--- src/rtl/fix_to_float_12.sv ---
`default_nettype none
// ============================================================================
// Module   : fix_to_float_12
// Purpose  : Three-stage pipelined converter from signed two's-complement
//            fixed-point (DATA_W bits, FRAC_W fractional bits) to the 12-bit
//            float format {sign[11], exp[10:6] bias 15, man[5:0] hidden 1}.
//            Zero is exp=man=0; there are no denormals, infinities or NaN.
//            Values below the smallest exponent flush to +0 and values above
//            the largest exponent saturate to {sign, 0x7FF}.
// Build    : FIX_TO_FLOAT_12_ROUND_EN defined   -> round-half-up on the
//                                                  magnitude (no sticky bit)
//            FIX_TO_FLOAT_12_ROUND_EN undefined -> truncate the magnitude
// Ports    : clk_i    - clock, rising edge
//            rst_n_i  - asynchronous active-low reset
//            en_i     - pipeline advance; 0 holds every stage register
//            valid_i  - data_i qualifier
//            data_i   - signed fixed-point input, DATA_W bits
//            valid_o  - data_o qualifier, 3 enabled cycles after valid_i
//            data_o   - fp12 result
// Revision : 1.0 - initial release
// ============================================================================
module fix_to_float_12 #(
  parameter int DATA_W = 16,
  parameter int FRAC_W = 8
) (
  input  logic              clk_i,
  input  logic              rst_n_i,
  input  logic              en_i,
  input  logic              valid_i,
  input  logic [DATA_W-1:0] data_i,
  output logic              valid_o,
  output logic [11:0]       data_o
);

  localparam int c_lead_w = $clog2(DATA_W);
  // Biased exponent is p - FRAC_W + 15 with p in 0..31 and FRAC_W in 0..31,
  // so -16..46 before rounding; 8 signed bits cover it with margin.
  localparam int                 c_exp_w   = 8;
  localparam logic signed [7:0]  c_exp_off = 8'(15 - FRAC_W);

  // --------------------------------------------------------------------------
  // Stage 1: sign and magnitude
  // --------------------------------------------------------------------------
  logic [DATA_W-1:0] w_s1_mag;
  logic              r_s1_valid;
  logic              r_s1_sign;
  logic [DATA_W-1:0] r_s1_mag;

  // The most-negative input negates to 2^(DATA_W-1), which still fits the
  // unsigned magnitude register.
  assign w_s1_mag = data_i[DATA_W-1] ? (~data_i + DATA_W'(1)) : data_i;

  // --------------------------------------------------------------------------
  // Stage 2: leading-one detect and normalize
  // --------------------------------------------------------------------------
  logic [c_lead_w-1:0]       w_lead;
  logic [c_lead_w-1:0]       w_shamt;
  logic [DATA_W-1:0]         w_norm;
  logic signed [c_exp_w-1:0] w_exp;
  logic [5:0]                w_man6;
  logic                      w_zero;

  always_comb begin
    w_lead = '0;
    for (int i = 0; i < DATA_W; i++) begin
      if (r_s1_mag[i]) begin
        w_lead = c_lead_w'(i);
      end
    end
  end

  // Shift the leading one up to the MSB; the 6 bits under it are the
  // mantissa and the next one is the round bit.
  assign w_shamt = c_lead_w'(DATA_W - 1) - w_lead;
  assign w_norm  = r_s1_mag << w_shamt;
  assign w_man6  = 6'(w_norm >> (DATA_W - 7));
  assign w_exp   = $signed({{(c_exp_w - c_lead_w){1'b0}}, w_lead}) + c_exp_off;
  assign w_zero  = (r_s1_mag == '0);

  logic                      r_s2_valid;
  logic                      r_s2_sign;
  logic                      r_s2_zero;
  logic signed [c_exp_w-1:0] r_s2_exp;
  logic [5:0]                r_s2_man;
`ifdef FIX_TO_FLOAT_12_ROUND_EN
  logic                      w_rnd;
  logic                      r_s2_rnd;
  assign w_rnd = w_norm[DATA_W-8];
`endif

  // --------------------------------------------------------------------------
  // Stage 3: round, range check, pack
  // --------------------------------------------------------------------------
  logic signed [c_exp_w-1:0] w_exp_rnd;
  logic [5:0]                w_man_rnd;
  logic [11:0]               w_result;

`ifdef FIX_TO_FLOAT_12_ROUND_EN
  logic [6:0] w_man_sum;
  // Mantissa overflow (63 + 1) wraps to 0 and carries into the exponent.
  assign w_man_sum = {1'b0, r_s2_man} + {6'b0, r_s2_rnd};
  assign w_man_rnd = w_man_sum[5:0];
  assign w_exp_rnd = r_s2_exp + $signed({7'b0, w_man_sum[6]});
`else
  assign w_man_rnd = r_s2_man;
  assign w_exp_rnd = r_s2_exp;
`endif

  always_comb begin
    w_result = {r_s2_sign, w_exp_rnd[4:0], w_man_rnd};
    if (r_s2_zero || (w_exp_rnd < 8'sd1)) begin
      // Underflow flushes to positive zero.
      w_result = 12'h000;
    end else if (w_exp_rnd > 8'sd31) begin
      w_result = {r_s2_sign, 11'h7FF};
    end else if ((r_s2_exp == 8'sd31) && (r_s2_man == 6'd63)) begin
      // Largest magnitude is never incremented past itself.
      w_result = {r_s2_sign, 11'h7FF};
    end
  end

  logic        r_valid_o;
  logic [11:0] r_data_o;

  // --------------------------------------------------------------------------
  // Stage registers
  // --------------------------------------------------------------------------
  always_ff @(posedge clk_i or negedge rst_n_i) begin
    if (!rst_n_i) begin
      r_s1_valid <= 1'b0;
      r_s1_sign  <= 1'b0;
      r_s1_mag   <= '0;
      r_s2_valid <= 1'b0;
      r_s2_sign  <= 1'b0;
      r_s2_zero  <= 1'b0;
      r_s2_exp   <= '0;
      r_s2_man   <= '0;
`ifdef FIX_TO_FLOAT_12_ROUND_EN
      r_s2_rnd   <= 1'b0;
`endif
      r_valid_o  <= 1'b0;
      r_data_o   <= 12'h000;
    end else if (en_i) begin
      // Data registers load even for bubbles; only valid marks them.
      r_s1_valid <= valid_i;
      r_s1_sign  <= data_i[DATA_W-1];
      r_s1_mag   <= w_s1_mag;
      r_s2_valid <= r_s1_valid;
      r_s2_sign  <= r_s1_sign;
      r_s2_zero  <= w_zero;
      r_s2_exp   <= w_exp;
      r_s2_man   <= w_man6;
`ifdef FIX_TO_FLOAT_12_ROUND_EN
      r_s2_rnd   <= w_rnd;
`endif
      r_valid_o  <= r_s2_valid;
      r_data_o   <= w_result;
    end
  end

  assign valid_o = r_valid_o;
  assign data_o  = r_data_o;

endmodule
`default_nettype wire
--- config.mk ---
export PLATFORM = sky130hd
export DESIGN_NAME = fix_to_float_12
export DESIGN_NICKNAME = d
export VERILOG_FILES = /design/src/rtl/fix_to_float_12.sv
export SDC_FILE = /design/constraint.sdc
export NUM_CORES = 1
export LEC_CHECK = 0
export CAP_MARGIN = 20
export CORE_ASPECT_RATIO = 0.8
export CORE_MARGIN = 10
export CORE_UTILIZATION = 50
export CTS_CLUSTER_SIZE = 24
export DETAILED_ROUTE_END_ITERATION = 8
export GPL_ROUTABILITY_DRIVEN = 0
export PLACE_DENSITY = 0.69
export REMOVE_ABC_BUFFERS = 1
export SYNTH_ARGS = -nofsm -noshare
export SYNTH_HDL_FRONTEND = slang
export SYNTH_SLANG_ARGS = --single-unit
--- constraint.sdc ---
create_clock -name clk_i -period 2.6 [get_ports clk_i]
set_clock_uncertainty 0.2 [all_clocks]
set_input_delay 0.39 -clock clk_i [delete_from_list [all_inputs] [get_ports clk_i]]
set_output_delay 0.39 -clock clk_i [all_outputs]
set_load 0.01 [all_outputs]
=== Yosys cells after proc, flatten, opt, wreduce, memory -nomap -nowiden ===
Cells that the tools add are included.
W data, S select, Z words.

* Flip-flop bits (word level): 48
* Input port bits: 20
* Output and inout port bits: 13

* Shifts and indexed selects: 1
* Reductions and logical operators: 3
* Magnitude comparators: 2
* Eq/ne operators: 2
* Add/sub/neg operators: 3
* Bitwise logic cells: 1
* Multiplexer cells: 19

{| class="wikitable"
|+ Operator list
! operator !! number
|-
| $mux W4 || 12
|-
| $mux W11 || 2
|-
| $add A16 B1 Y16 const B || 1
|-
| $logic_not A16 Y1 || 1
|-
| $mux W16 || 1
|-
| $not A16 Y16 || 1
|-
| $shl A16 B4 Y15 || 1
|-
| $mux W12 || 1
|-
| $eq A8 B6 Y1 const B || 1
|-
| $gt A8 B6 Y1 const B || 1
|-
| $lt A8 B2 Y1 const B || 1
|-
| $eq A6 B6 Y1 const B || 1
|-
| $add A4 B3 Y5 const B || 1
|-
| $mux W2 || 2
|-
| $sub A4 B4 Y4 const A || 1
|-
| $logic_and A1 B1 Y1 || 1
|-
| $logic_or A1 B1 Y1 || 1
|-
| $mux W1 || 1
|}

=== Longest topological paths before layout ===
Gate-level depths: netlist of the first run.

* Depth after elaboration: 17
* Mapped depth: 9
* Mapped depth without buffers: 7

=== Least setup slack after synthesis of the first run ===
Ideal clock, no wire load.

* Path type: register -> register
* Start: reg r_s1_mag[14]
* End: reg r_s2_exp[2]
* Cell stages (with the launch flop): 10
* Path slack: 0.234 ns
* Data arrival time: 2.041 ns
* Period minus slack after synthesis: 2.366 ns
* Library setup time: 0.125 ns
* Cell sequence: dfrtp_1 > buf_6 > or2_4 > o311ai_4 > o21a_4 > inv_6 > buf_8 > ha_1 > xnor2_1 > mux2_2

* Cells in the longest elaborated chain, start to end: 3

{| class="wikitable"
|+ RTL lines
! item !! line !! RTL
|-
| from (decl) || 47 || <nowiki>logic [DATA_W-1:0] r_s1_mag;</nowiki>
|-
| from (signal assigned) || 147 || <nowiki>r_s1_mag <= w_s1_mag;</nowiki>
|-
| $mux W4 (2 in series) || 66 || <nowiki>if (r_s1_mag[i]) begin</nowiki>
|-
| $add A4 B3 Y5 || 77 || <nowiki>assign w_exp = $signed({{(c_exp_w - c_lead_w){1'b0}}, w_lead}) + c_exp_off;</nowiki>
|-
| to (signal assigned) || 151 || <nowiki>r_s2_exp <= w_exp;</nowiki>
|-
| to (decl) || 83 || <nowiki>logic signed [c_exp_w-1:0] r_s2_exp;</nowiki>
|}

Every way passes these cells.
A chain may end at the register's enable or synchronous reset.

=== Worst setup path in the final report of the first run ===
* Start: reg r_s1_mag[11]
* End: reg r_s2_man[1]

* Cells in the longest elaborated chain, start to end: 7

{| class="wikitable"
|+ RTL lines
! item !! line !! RTL
|-
| $mux W4 (5 in series) || 66 ||
|-
| $sub A4 B4 Y4 || 74 || <nowiki>assign w_shamt = c_lead_w'(DATA_W - 1) - w_lead;</nowiki>
|-
| $shl A16 B4 Y15 (*) || 75 || <nowiki>assign w_norm = r_s1_mag << w_shamt;</nowiki>
|-
| to (signal assigned) || 152 || <nowiki>r_s2_man <= w_man6;</nowiki>
|-
| to (decl) || 84 || <nowiki>logic [5:0] r_s2_man;</nowiki>
|}

Every way passes the cells marked *; elsewhere a longest branch is shown, timed or not.

==> results.tsv, run 1 <==
metric	value	unit
FP Rows	24	
Fmax achieved	0.410	GHz
Seq cells post-synth	45	
slowest CP cell	nor3b_1	
top routing layer used	met4	
Worst-Margin Slew	0.551	ns
minimum clock period	2.44	ns
relative slew slack	0.633	
Clk pwr share	0.286	
met3 WL	244	µm
Die Y	88.3	µm
syn avg cell area	8.73	µm²
DRT antenna net count	0	
CTS root buf	clkbuf_8	
initial drt markers	89	
synth warn	0	
Antenna Cells	0	
worst path required time	2.57	ns
cell family with most CP delay	compound AO/OA/AOI/OAI gates	
layout cells sized above 1	0.171	
Hold Crit Class	reg -> reg	
Gate power share	0.301	
share of power burned in registers	0.413	
Synth Flop Type	dfrtp_1	
Synth cell types	61	
core box area	5560	µm²
die area	9300	µm²
Initial Util	0.525	
Global Route Usage Sum	0.150	
DRT met1 WL	3370	µm
Buf/Inv on CP	2	
switching share of total power	0.301	
ys async rst share	1.00	
Int Power	0.00152	W
Mapped Area	2920	µm²
Tcrit/Tclk final	0.938	
Psw	0.000653	W
CTS Sinks	45	
post-synthesis sequential area ratio	0.386	
met2 wire length	3160	µm
wirelength, routed	6880	µm
synth top area cells	dfrtp_1, nor2_1, a21oi_1, nand2_1, xor2_1	
max-slew violation count	0	
setup TNS	0	ns
Post-CTS Setup Repair Bufs	0	
Power Density	605	nW/µm²
detailed-route DRC error count	0	
CP Capture Type	flop	
IO Count	33	
Post-Synthesis Cells	334	
Synth top area share	0.386	
vias in the first global route	2447	
status	complete, no violations	
pin count of the biggest net entering global routing	46	
H-tree depth	2	
area occupied by multi-input gates	1590	µm²
Num CTS Buffers	5	
fillcell total	482	
Yosys top cell by area	dfrtp_1	
crit path DAT	2.41	ns
VDD IR-drop max	0.223	mV
Overflow after GRT	0	
final setup violation count	0	
wire per inst	15.0	µm
RSZ-0062 raised after global routing	false	
clock-pin slew on the worst setup and hold paths	0.08	ns
slowest cell delay on critical path	0.49	ns
Util after Layout	0.645	
DR pass1 iterations	4	
Post-synth EDFFs	0	
TritonCTS clock tree	yes	
FF+latch area	1130	µm²
DPL Wire Length	5200	µm
Die X-Extent	105	µm
crit-path max FO	14	
Layout area overhead	22.8	%
Fin. Hold Viols	0	
type of the worst setup path	reg -> reg	
maxcap violations	0	
fin nets	402	
initial antenna violation count	0	
CP startpoint kind	flop	
most frequent cells after synthesis	dfrtp_1, nor2_1, nand2_1	
Clock Path Buffers	2	
global-route wire length before repair	11600	µm
count leader, synth	dfrtp_1	
Leak	1.48	nW
Avg Vias per Cell	5.62	
crit-path cells	nor3b_1 -> o311ai_4 -> o21a_4 -> inv_6 -> buf_4 -> mux2i_1 -> o32ai_1 -> a21oi_1	
final hold slack	0.288	ns
via count	2578	
worst-skew pair later-pin latency	0.30	ns
PortBufs	32	
-- state kept, by name, indices dropped and copies added, names as in the netlist --
name        cells
r_s1_valid      1
valid_o         1
r_s2_sign       1
r_s1_mag       16
r_s2_man        6
r_s2_zero       1
r_s2_exp        5
data_o         12
r_s2_valid      1
r_s1_sign       1
-- final timing paths --
check	cells past startpoint	end	slack, ns	startpoint
max reg2reg	8	r_s2_man[1]	0.16	r_s1_mag[11]
min in group asynchronous	3	data_o[5]	0.49	rst_n_i
max in group asynchronous	3	r_s1_mag[13]	1.32	rst_n_i
min	2	data_o[3]	0.29	r_s2_man[3]
max	8	r_s2_man[1]	0.16	r_s1_mag[11]
min reg2reg	2	data_o[3]	0.29	r_s2_man[3]
-- placed cells by master, fill, tap and decap left out, types with 8 or more instances in the layout --
master and instances:
mux2_2 8, inv_1 21, buf_4 29, a21oi_1 26
clkdlybuf4s50_1 30, dfrtp_1 45, nor2_1 38, xor2_1 12
nand2_1 28, nor2b_1 8, o21ai_0 20
-- power groups by stage --
| stage | Clock (W) | Sequential (W) | Combinational, W |
|---|---|---|---|
| final | 0.000620 | 0.000895 | 0.000652 |
| after global placement | 0 | 0.000902 | 0.000636 |
| after detailed placement | 0 | 0.000909 | 0.000648 |
| after CTS | 0.000629 | 0.000895 | 0.000654 |
| after floorplan | 0 | 0.000921 | 0.000339 |
| after global routing | 0.000659 | 0.000911 | 0.000723 |
-- through the flow --
step	setup WS [ns]	total power [W]	cells	instance area, µm²
2_1_floorplan	0.238	0.00126	311	2810
3_3_place_gp	0.0464	0.00154	450	3430
3_5_place_dp	0.00394	0.00156	450	3430
4_1_cts	0.0431	0.00218	459	3580
5_1_grt	0.00727	0.00229	459	3580
6_report	0.160	0.00217	459	3580
-- tightest hold or removal path, cell delays in order (launching register included) --
cell,delay [ns]
dfrtp_1,0.35
nand2_1,0.05
o21ai_0,0.06
-- final cells by class --
class                      count  area share
clock buffer                   5      0.0192
clock inverter                 3      0.0182
inverter                      23      0.0255
multi-input combinational    243       0.445
sequential                    45       0.314
tap                           78      0.0273
timing repair buffer          62       0.150
-- per-layer routing --
layer	global-route usage	up-vias
met5	0	-
met4	0.0473	0
met3	0.0312	8
met2	0.255	47
met1	0.188	1224
li1	-	1299
-- cell families (layout without fill, tap and decap cells) --
logic type,after synthesis,count (layout),share of synthesized area
AND/OR/NAND/NOR,115,115,0.203
AO/OA/AOI/OAI,96,96,0.231
buffers and inverters,46,93,0.0687
flip-flops,45,45,0.386
multiplexers,16,16,0.0609
XOR/XNOR,14,14,0.0421
adder cells (fa/ha/maj),2,2,0.00858
-- repair_timing --
item,4_1_cts,5_1_grt
endpoints found under the hold margin,45,0
resized for setup,0,2
hold buffers,1,0
setup endpoints to repair,0,7
Power figures use the tool's default switching activity.
==> run 2: changes to the inputs <==
--- a/config.mk
+++ b/config.mk
@@ -13,7 +13,6 @@
 export DETAILED_ROUTE_END_ITERATION = 8
 export GPL_ROUTABILITY_DRIVEN = 0
 export PLACE_DENSITY = 0.69
-export REMOVE_ABC_BUFFERS = 1
 export SYNTH_ARGS = -nofsm -noshare
 export SYNTH_HDL_FRONTEND = slang
 export SYNTH_SLANG_ARGS = --single-unit
==> constraint.sdc (replaced) <==
create_clock -name clk_i -period 2.6 [get_ports clk_i]
set_clock_uncertainty 0.2 [all_clocks]
set_input_delay 0.52 -clock clk_i [delete_from_list [all_inputs] [get_ports clk_i]]
set_output_delay 0.52 -clock clk_i [all_outputs]
set_load 0.01 [all_outputs]
==> run 2 against run 1 <==
Net effect:
- clock power decreased by 25%
- worst hold slack got worse by 0.21 ns
- largest cell class unchanged
- sequential power decreased by 1%
- core utilization increased by 0.83 points
- total power decreased by 5.7%
- setup slack got worse by 0.0023 ns
- critical endpoint is now r_s1_mag[13]
- flip-flop and latch count unchanged
==> results.tsv, run 2 (same netlist as run 1, synthesis figures left out) <==
metric	value	unit
status	complete, no violations	
via count	2647	
CTS Sinks	45	
worst reg2reg setup slack	0.16	ns
layout cells sized above 1	0.195	
DRT antenna net count	0	
initial drt markers	175	
Antenna Cells	0	
Worst-Margin Slew	0.742	ns
final setup violation count	0	
initial antenna violation count	0	
Power Density	564	nW/µm²
crit-path max FO	2	
Overflow after GRT	0	
crit path DAT	2.41	ns
R2R Path End	r_s2_exp[2]	
pin count of the biggest net entering global routing	38	
DPL Wire Length	5580	µm
fin nets	410	
Die Y	88.3	µm
Clock Path Buffers	2	
minimum clock period	2.44	ns
Die X-Extent	105	µm
DR pass1 iterations	4	
maxcap violations	0	
CP startpoint kind	primary input	
die area	9300	µm²
TritonCTS clock tree	yes	
placed cells	459	
VDD IR-drop max	0.372	mV
detailed-route DRC error count	0	
PortBufs	32	
Initial Util	0.525	
worst path required time	2.57	ns
Post-CTS Setup Repair Bufs	0	
FF-to-FF Start	r_s1_mag[5]	
Util after Layout	0.653	
vias in the first global route	2715	
post-CTS resize count	0	
CTS root buf	clkbuf_8	
Tcrit/Tclk final	0.939	
Worst Reg-to-Reg Cells	6	
relative slew slack	0.505	
hold_buf cts	0	
IO Count	33	
max-slew violation count	0	
Post-Layout Inst Area	3630	µm²
CP Capture Type	flop	
Fmax achieved	0.410	GHz
max FFs per register	16	
Fin. Hold Viols	0	
leading cell type in the layout, fill and taps excluded	dfrtp_1	
Synth Net Count	356	
FP Rows	24	
Hold Crit Class	in -> async	
Global Route Usage Sum	0.162	
wire per inst	15.6	µm
H-tree depth	2	
most frequent cells in the layout	dfrtp_1, nor2_1, buf_4	
Non-Filler Instances	467	
area occupied by multi-input gates	1600	µm²
area post-placement	3510	µm²
Leak	1.51	nW
RSZ-0062 raised after global routing	false	
type of the worst setup path	in -> reg	
Layout area overhead	24.4	%
Num CTS Buffers	5	
fillcell total	489	
Avg Vias per Cell	5.67	
FF+latch area	1130	µm²
core box area	5560	µm²
final hold slack	0.0777	ns
clock-pin slew on the worst setup and hold paths	0.09	ns
Largest Register	r_s1_mag	
wirelength, routed	7290	µm
worst-skew pair later-pin latency	0.30	ns
global-route wire length before repair	12700	µm
run 2: cell types whose count changed in the layout (fill, tap and decap cells not counted), sizes merged:
cell / previous run / this run
buf: 31 / 40
bufinv: 2 / 0
clkbuf: 5 / 6
clkinv: 2 / 1
clkinvlp: 0 / 1
dlygate4sd3: 1 / 0
inv: 22 / 23
run 2: worst max path at each step:
stage	start	to	slack (ns)	cells after the start
after global routing	r_s1_mag[11]	r_s2_man[3]	0.02	8
after detailed placement	data_i[8]	r_s1_mag[13]	-0.13	6
after global placement	data_i[8]	r_s1_mag[13]	-0.09	6
after floorplan	r_s1_mag[14]	r_s2_exp[2]	0.23	9
after CTS	r_s1_mag[11]	r_s2_man[2]	0.10	6
final	data_i[8]	r_s1_mag[13]	0.16	6
run 2: through the flow:
step | power [W] | setup slack [ns] | setup TNS (ns)
2_1_floorplan | 0.00130 | 0.234 | 0
3_3_place_gp | 0.00157 | -0.0866 | -0.117
3_5_place_dp | 0.00159 | -0.127 | -0.293
4_1_cts | 0.00206 | 0.104 | 0
5_1_grt | 0.00218 | 0.0188 | 0
6_report | 0.00205 | 0.158 | 0
run 2: layout make-up:
cell class / instances / share of cell area
clock inverters: 2 / 0.00483
well taps: 78 / 0.0269
inverters: 23 / 0.0262
clock buffers: 6 / 0.0228
flip-flops and latches: 45 / 0.310
multi-input cells: 243 / 0.441
repair buffers: 70 / 0.168
run 2: report_power, final:
part           internal [W]  switching, W  total [W]
clock network      0.000221      0.000247   0.000468
logic              0.000346      0.000345   0.000691
registers          0.000806     0.0000800   0.000886
total               0.00137      0.000672    0.00205
run 2: metal layers:
layer	track usage	wire length, µm
met1	0.217	3550
met2	0.268	3330
met3	0.0349	365
met4	0.0249	46
met5	0	0
run 2: worst max-delay path, stage by stage:
cell	delay [ns]
clkdlybuf4s50_1	0.42
or4_1	0.56
or3_1	0.39
o31ai_1	0.25
xor2_1	0.19
a21oi_1	0.08
==> run 3: changes to the inputs <==
--- a/config.mk
+++ b/config.mk
@@ -9,9 +9,11 @@
 export CORE_ASPECT_RATIO = 0.8
 export CORE_MARGIN = 10
 export CORE_UTILIZATION = 50
+export CTS_CLUSTER_DIAMETER = 50
 export CTS_CLUSTER_SIZE = 24
 export DETAILED_ROUTE_END_ITERATION = 8
 export GPL_ROUTABILITY_DRIVEN = 0
+export MAX_ROUTING_LAYER = met4
 export PLACE_DENSITY = 0.69
 export SYNTH_ARGS = -nofsm -noshare
 export SYNTH_HDL_FRONTEND = slang
==> run 3 against run 2 <==
Net effect:
- fmax barely moved
- total power fell by 0.10%
- die area did not move
- final cell count did not move
- sequential share of layout area did not move
- clock power barely moved
- setup slack barely moved
- sequential power barely moved
- critical path depth did not move
- combinational power barely moved
- flip-flop and latch count did not move
- critical path type is now reg -> reg
- critical endpoint is now r_s2_exp[2]
- largest power group unchanged
==> results.tsv, run 3 (same netlist as run 1, synthesis figures left out) <==
metric	value	unit
status	complete, no violations	
CP startpoint kind	flop	
pin count of the biggest net entering global routing	38	
initial drt markers	175	
Num CTS Buffers	5	
Post-CTS Setup Repair Bufs	0	
wire per inst	15.5	µm
Place WS	-0.127	ns
Synth Net Count	356	
die area	9300	µm²
Die X-Extent	105	µm
PortBufs	32	
core box area	5560	µm²
Non-Filler Instances	467	
max-slew violation count	0	
CTS root buf	clkbuf_8	
Worst-Margin Slew	0.755	ns
crit-path cells	o311ai_1 -> a311o_1 -> clkinvlp_4 -> ha_1 -> xnor2_1 -> mux2_2	
Leak	1.51	nW
Initial Util	0.525	
IO Count	33	
VDD IR-drop max	0.373	mV
Power Density	563	nW/µm²
maxcap violations	0	
Fmax achieved	0.410	GHz
wirelength, routed	7240	µm
fin nets	410	
Global Route Usage Sum	0.167	
slowest CP cell	a311o_1	
Clock Path Buffers	2	
DR pass1 iterations	4	
setup TNS	0	ns
Overflow after GRT	0	
RSZ-0062 raised after global routing	false	
crit-path max FO	10	
smallest setup slack after layout	0.158	ns
layout cells sized above 1	0.195	
type of the worst setup path	reg -> reg	
clock-pin slew on the worst setup and hold paths	0.09	ns
Fin. Hold Viols	0	
initial antenna violation count	0	
via count	2652	
CTS Sinks	45	
DPL Wire Length	5580	µm
H-tree depth	2	
most frequent cells in the layout	dfrtp_1, nor2_1, buf_4	
CP Capture Type	flop	
fillcell total	489	
minimum clock period	2.44	ns
worst path required time	2.59	ns
Largest Register	r_s1_mag	
crit path DAT	2.43	ns
Util after Layout	0.653	
leading cell type in the layout, fill and taps excluded	dfrtp_1	
placed cells	459	
detailed-route DRC error count	0	
Hold Crit Class	in -> async	
relative slew slack	0.497	
Tcrit/Tclk final	0.939	
DRT antenna net count	0	
total power	0.00204	W
hold_buf cts	0	
global-route wire length before repair	12800	µm
worst-skew pair later-pin latency	0.30	ns
slowest cell delay on critical path	0.42	ns
FP Rows	24	
final setup violation count	0	
vias in the first global route	2710	
max FFs per register	16	
Antenna Cells	0	
Die Y	88.3	µm
Layout area overhead	24.4	%
Avg Vias per Cell	5.68	
TritonCTS clock tree	yes	
run 3: cell counts in the layout (fill, tap and decap cells not counted):
No cell type changed its count.
run 3: worst paths after layout:
check | start | to | slack [ns] | cells after the start
hold reg to reg | r_s2_man[3] | data_o[3] | 0.29 | 2
hold / removal | rst_n_i | r_s2_valid | 0.08 | 1
setup reg to reg | r_s1_mag[5] | r_s2_exp[2] | 0.16 | 6
setup / recovery | r_s1_mag[5] | r_s2_exp[2] | 0.16 | 6
max in group asynchronous | rst_n_i | r_s1_mag[10] | 1.46 | 2
min in group clk_i | r_s2_man[3] | data_o[3] | 0.29 | 2
run 3: where the power goes:
group	switching [W]	internal, W	total [W]	leakage [nW]
Combinational	0.000344	0.000346	0.000690	0.938
Clock	0.000246	0.000221	0.000467	0.0518
Sequential	0.0000798	0.000806	0.000886	0.518
run 3: metal layers:
layer | up-vias | wire length (µm) | GRT usage
li1 | 1316 | - | -
met1 | 1278 | 3560 | 0.221
met2 | 52 | 3340 | 0.268
met3 | 6 | 295 | 0.0283
met4 | 0 | 46 | 0.0249
met5 | - | 0 | -
run 3: stage by stage:
stage | hold slack [ns] | cell area (µm²)
floorplan | 0.0244 | 2920
global placement | 0.260 | 3510
detailed placement | 0.272 | 3510
CTS | 0.107 | 3610
global route | 0.123 | 3630
finish | 0.0831 | 3630
run 3: timing repair:
item | 4_1_cts | 5_1_grt
hold endpoints to repair | 0 | 0
gates resized for setup | 0 | 4
setup endpoints to repair | 0 | 3
run 3: area by class of cell:
cell class              instances  area, µm²  area share
repair buffers                 70        608       0.168
clock buffers                   6       82.6      0.0228
well taps                      78       97.6      0.0269
inverters                      23       95.1      0.0262
multi-input cells             243       1600       0.441
flip-flops and latches         45       1130       0.310
clock inverters                 2       17.5     0.00483
run 3: worst max-delay path: cells and delay by family (launching register included):
kind	cells	cell delay, ns
flip-flops	1	0.40
AO/OA/AOI/OAI	2	0.80
multiplexers	1	0.26
adder cells (fa/ha/maj)	1	0.27
buffers and inverters	1	0.27
XOR/XNOR	1	0.13
